**config.mk**
```make
export PLATFORM = sky130hd
export DESIGN_NAME = segment_scan4
export DESIGN_NICKNAME = d
export VERILOG_FILES = /design/src/rtl/segment_scan4.sv
export SDC_FILE = /design/constraint.sdc
export NUM_CORES = 1
export LEC_CHECK = 0
export CORE_MARGIN = 1.5
export CORE_UTILIZATION = 46
export DETAILED_ROUTE_END_ITERATION = 16
export GPL_ROUTABILITY_DRIVEN = 0
export PLACE_DENSITY_LB_ADDON = 0.1
export SLEW_MARGIN = 15
export SYNTH_ARGS = -nofsm -noshare
export SYNTH_HDL_FRONTEND = slang
export SYNTH_SLANG_ARGS = --single-unit
```
**constraint.sdc**
```tcl
create_clock -name clk -period 3 [get_ports clk]
set_input_delay 0.45 -clock clk [delete_from_list [all_inputs] [get_ports clk]]
set_output_delay 0.45 -clock clk [all_outputs]
set_load 0.05 [all_outputs]
```
**src/rtl/segment_scan4.sv**
```systemverilog
// segment_scan4: four-digit time-multiplexed 7-segment scanner with
// inter-digit blanking and a once-per-frame completion pulse.
module segment_scan4 #(
    parameter int unsigned SHOW_CYCLES  = 4,
    parameter int unsigned BLANK_CYCLES = 1
) (
    input  logic       clk,
    input  logic       rst,
    input  logic       en,
    input  logic       wr_en,
    input  logic [1:0] wr_addr,
    input  logic [6:0] wr_data,
    output logic [6:0] seg,
    output logic [3:0] an,
    output logic       frame_done
);

    typedef enum logic [1:0] {
        StIdle  = 2'd0,
        StShow  = 2'd1,
        StBlank = 2'd2
    } state_e;

    localparam logic [15:0] ShowLast  = 16'(SHOW_CYCLES - 1);
    // Guarded so a zero blank count does not wrap; unused in that build anyway.
    localparam logic [15:0] BlankLast = (BLANK_CYCLES == 0) ? 16'd0 : 16'(BLANK_CYCLES - 1);
    localparam bit          HasBlank  = (BLANK_CYCLES != 0);

    state_e      state_q, state_d;
    logic [1:0]  idx_q, idx_d;
    logic [15:0] cnt_q, cnt_d;
    logic [6:0]  digit_q [4];
    logic [6:0]  digit_d [4];
    logic [6:0]  seg_q, seg_d;
    logic [3:0]  an_q, an_d;
    logic        frame_done_q, frame_done_d;

    // Digit register write port; a write is visible to the output stage in the same edge.
    always_comb begin
        for (int i = 0; i < 4; i++) begin
            digit_d[i] = digit_q[i];
        end
        if (wr_en) begin
            digit_d[wr_addr] = wr_data;
        end
    end

    // Scanner next state: the registered state describes the current output cycle.
    always_comb begin
        state_d = state_q;
        idx_d   = idx_q;
        cnt_d   = cnt_q;
        if (!en) begin
            state_d = StIdle;
            idx_d   = 2'd0;
            cnt_d   = 16'd0;
        end else begin
            unique case (state_q)
                StIdle: begin
                    state_d = StShow;
                    idx_d   = 2'd0;
                    cnt_d   = 16'd0;
                end
                StShow: begin
                    if (cnt_q == ShowLast) begin
                        cnt_d = 16'd0;
                        if (HasBlank) begin
                            state_d = StBlank;
                        end else begin
                            idx_d = idx_q + 2'd1;
                        end
                    end else begin
                        cnt_d = cnt_q + 16'd1;
                    end
                end
                StBlank: begin
                    if (cnt_q == BlankLast) begin
                        state_d = StShow;
                        idx_d   = idx_q + 2'd1;
                        cnt_d   = 16'd0;
                    end else begin
                        cnt_d = cnt_q + 16'd1;
                    end
                end
                default: begin
                    state_d = StIdle;
                    idx_d   = 2'd0;
                    cnt_d   = 16'd0;
                end
            endcase
        end
    end

    // Output stage decoded from the next state so outputs line up with it.
    always_comb begin
        seg_d        = 7'd0;
        an_d         = 4'd0;
        frame_done_d = 1'b0;
        if (state_d == StShow) begin
            seg_d = digit_d[idx_d];
            an_d  = 4'b0001 << idx_d;
            if (!HasBlank && idx_d == 2'd3 && cnt_d == ShowLast) begin
                frame_done_d = 1'b1;
            end
        end
        if (state_d == StBlank && idx_d == 2'd3 && cnt_d == BlankLast) begin
            frame_done_d = 1'b1;
        end
    end

    // State, storage and output registers with asynchronous clear.
    always_ff @(posedge clk or posedge rst) begin
        if (rst) begin
            state_q      <= StIdle;
            idx_q        <= 2'd0;
            cnt_q        <= 16'd0;
            seg_q        <= 7'd0;
            an_q         <= 4'd0;
            frame_done_q <= 1'b0;
            for (int i = 0; i < 4; i++) begin
                digit_q[i] <= 7'd0;
            end
        end else begin
            state_q      <= state_d;
            idx_q        <= idx_d;
            cnt_q        <= cnt_d;
            seg_q        <= seg_d;
            an_q         <= an_d;
            frame_done_q <= frame_done_d;
            for (int i = 0; i < 4; i++) begin
                digit_q[i] <= digit_d[i];
            end
        end
    end

    assign seg        = seg_q;
    assign an         = an_q;
    assign frame_done = frame_done_q;

endmodule
```
==> insert_results.sql <==
INSERT INTO impl_metrics (metric_group, metric, value, unit) VALUES
('floorplanning', 'design.core.area', '6910', 'um^2'),
('clock_network', 'clock-root-buffer', 'sky130_fd_sc_hd__clkbuf_8', ''),
('critical_path', 'r2r.worst_path.cells', '7', ''),
('cells_and_area', 'antenna_cells', '0', ''),
('critical_path', 'reg2reg_from', 'cnt_q[0]', ''),
('sta', 'max-slew-margin-rel', '0.552', ''),
('sta', 'fmax', '384', 'MHz'),
('floorplanning', 'floorplan.initialDensity', '0.481', ''),
('route', 'drt-wirelength-per-cell', '16.4', 'um'),
('sta', 'worst_setup_skew_after_layout', '17.0', 'ps'),
('floorplanning', 'ios', '25', ''),
('critical_path', 'timing.critical_path.cells', 'ha_1, and4_1, a2111oi_0, o211ai_1, a2111oi_0, nand4_1, a211oi_2', ''),
('cells_and_area', 'drive_above_1_share', '0.225', ''),
('synth', 'synth_top_cells_by_count', 'sky130_fd_sc_hd__dfrtp_1 (60), sky130_fd_sc_hd__mux2_2 (29), sky130_fd_sc_hd__nor2_1 (25)', ''),
('sta', 'rsz0062_at_grt', 'false', ''),
('global_routing', 'number_of_global_route_vias_before_repair', '2268', ''),
('clock_network', 'cts-resized-gates', '0', ''),
('sta', 'finalSetupViolCount', '0', ''),
('worst_hold_path', 'min_path_cells', '1', ''),
('critical_path', 'timing.critical_path.to_type', 'register', ''),
('status', 'outcome', 'finished clean', ''),
('synth', 'synth.ff_latch_count', '60', ''),
('clock_network', 'ctsHtreeMaxLevel', '3', ''),
('sta', 'fin_crit_sh', '0.869', ''),
('cells_and_area', 'layout.nets', '338', ''),
('sta', 'finalHoldViolations', '0', ''),
('clock_network', 'worst_skew_late_latency', '350', 'ps'),
('critical_path', 'worst_path_most_repeated_cell', 'sky130_fd_sc_hd__a2111oi_0', ''),
('power_and_ir_drop', 'cellLeakagePower', '0.00153', 'uW'),
('critical_path', 'worstPathMaxFanout', '9', ''),
('clock_network', 'cts_post_setup_buffers_inserted', '0', ''),
('synth', 'yosys.cell_count.top_type', 'sky130_fd_sc_hd__dfrtp_1', ''),
('synth', 'netlist_area_before_placement', '3320', 'um^2'),
('place', 'place.detailed.hpwl', '4.84', 'mm'),
('worst_hold_path', 'holdCritStartpoint', 'digit_q[12]', ''),
('critical_path', 'cp-start-kind', 'register', ''),
('route', 'vias_post_dr', '2317', ''),
('sta', 'final.min_clock_period', '2610', 'ps'),
('global_routing', 'grt_pass1_wl', '11.6', 'mm'),
('synth', 'warnings_synthesis', '0', ''),
('route', 'route.antenna.remaining_nets', '0', ''),
('route', 'post_drt_via_cell_ratio', '5.52', ''),
('route', 'route.detailed.drc', '0', ''),
('route', 'drt_iter0_drc', '119', ''),
('synth', 'count_of_flip_flops_with_a_built_in_enable_after_synthesis', '0', ''),
('critical_path', 'worst_path_largest_cell_delay', '470', 'ps'),
('clock_network', 'clkSlewWorstSetupHoldPaths', '70', 'ps'),
('synth', 'synthCells', '296', ''),
('clock_network', 'clk_path_buf_depth', '2', ''),
('sta', 'timing.setup.tns', '0', 'ps'),
('clock_network', 'tritoncts', 'built', ''),
('critical_path', 'path_delay_family', 'compound AO/OA/AOI/OAI gates', ''),
('worst_hold_path', 'worst_hold_path_type', 'register to register', ''),
('cells_and_area', 'num-fill-cells', '643', ''),
('synth', 'synth_top_cell_area_share', '0.452', ''),
('global_routing', 'number_of_antenna_violations_at_the_first_check_in_global_routing', '0', ''),
('floorplanning', 'num_rows', '30', ''),
('clock_network', 'cts_inserted_buffers', '9', ''),
('global_routing', 'globalRoute.totalOverflow', '0', ''),
('critical_path', 'timing.critical_path.buf_inv', '0', ''),
('floorplanning', 'fp.dieH', '88.0', 'um'),
('floorplanning', 'die_area', '7740', 'um^2'),
('synth', 'netlist_top_cells_area', 'sky130_fd_sc_hd__dfrtp_1 (45%), sky130_fd_sc_hd__mux2_2 (9.8%), sky130_fd_sc_hd__nor2_1 (2.8%)', ''),
('synth', 'yosys_most_used_dff', 'sky130_fd_sc_hd__dfrtp_1', ''),
('critical_path', 'worst_setup_path_startpoint', 'cnt_q[0]', ''),
('synth', 'mappedNetlistNets', '315', ''),
('clock_network', 'cts_hold_repair.buffers', '0', ''),
('global_routing', 'track_usage', '0.201', ''),
('power_and_ir_drop', 'power.density_cell_area', '507', 'nW/um^2'),
('place', 'dpl-instance-area', '3540', 'um^2'),
('sta', 'fin_hold_ws', '496', 'ps');
## worst max-delay path by stage
stage                            end  slack [ps]  depth (start not counted)
after floorplan               seg[0]         760                         10
after global placement    frame_done         420                          7
after detailed placement      seg[1]         440                          9
after CTS                 frame_done         420                          7
after global routing          seg[1]         120                          9
final                     frame_done         390                          7
## cell families after synthesis
logic type,after synthesis,synth area share
fa+ha+maj,6,0.0226
xor+xnor,16,0.0422
simple gates,103,0.188
compound gates,49,0.119
buf+inv,30,0.0696
flops,60,0.452
mux,32,0.107
## routing by layer
metal / global-route usage / vias up / share of wire
li1: - / 1124 / -
met1: 0.296 / 1129 / 0.50
met2: 0.285 / 52 / 0.44
met3: 0.0358 / 12 / 0.040
met4: 0.0952 / 0 / 0.019
met5: 0 / - / 0
## power by group
part / switching (uW) / total [uW] / internal [uW]
logic: 177 / 315 / 138
registers: 24.9 / 920 / 895
clock network: 346 / 648 / 301
## through the flow
stage / setup WS, ps / utilization / std cells
2_1_floorplan: 761 / - / 296
3_3_place_gp: 422 / 0.513 / 404
3_5_place_dp: 441 / 0.513 / 404
4_1_cts: 424 / 0.538 / 420
5_1_grt: 125 / 0.538 / 420
6_report: 394 / 0.538 / 420
## final cells by class
type / count / area, um^2 / share of cell area
Timing Repair Buffer: 26 / 268 / 0.0721
Tap cell: 96 / 120 / 0.0323
Clock buffer: 9 / 124 / 0.0333
Clock inverter: 7 / 51.3 / 0.0138
Sequential cell: 60 / 1500 / 0.404
Multi-Input combinational cell: 206 / 1590 / 0.428
Inverter: 16 / 60.1 / 0.0162
## state kept, by name, indices dropped and copies added, names as in the netlist
register,cells
digit_q,28
state_q,2
cnt_q,16
seg,7
an,4
idx_q,2
frame_done,1
## worst reg2reg max path, delay by kind of cell (launching register included)
kind | cells | cell delay, ps
simple gates | 2 | 480
compound gates | 4 | 1240
flops | 1 | 470
fa+ha+maj | 1 | 330
## layout by cell type, fill, tap and decap left out, drive strengths merged, types with 4 or more instances in the layout
cell and n:
ha 6, or3 5, inv 17, xnor2 7, mux2 29, nor2 25
o211ai 7, dfrtp 60, clkinv 4, nand4 7, xor2 9, nor3 9
nand2 15, a21oi 7, clkbuf 9, o21ai 11, and3 4, nand3 12
nor4 6, clkdlybuf4s50 24, a211o 6
No activity file was read; power rests on OpenSTA's default activity.
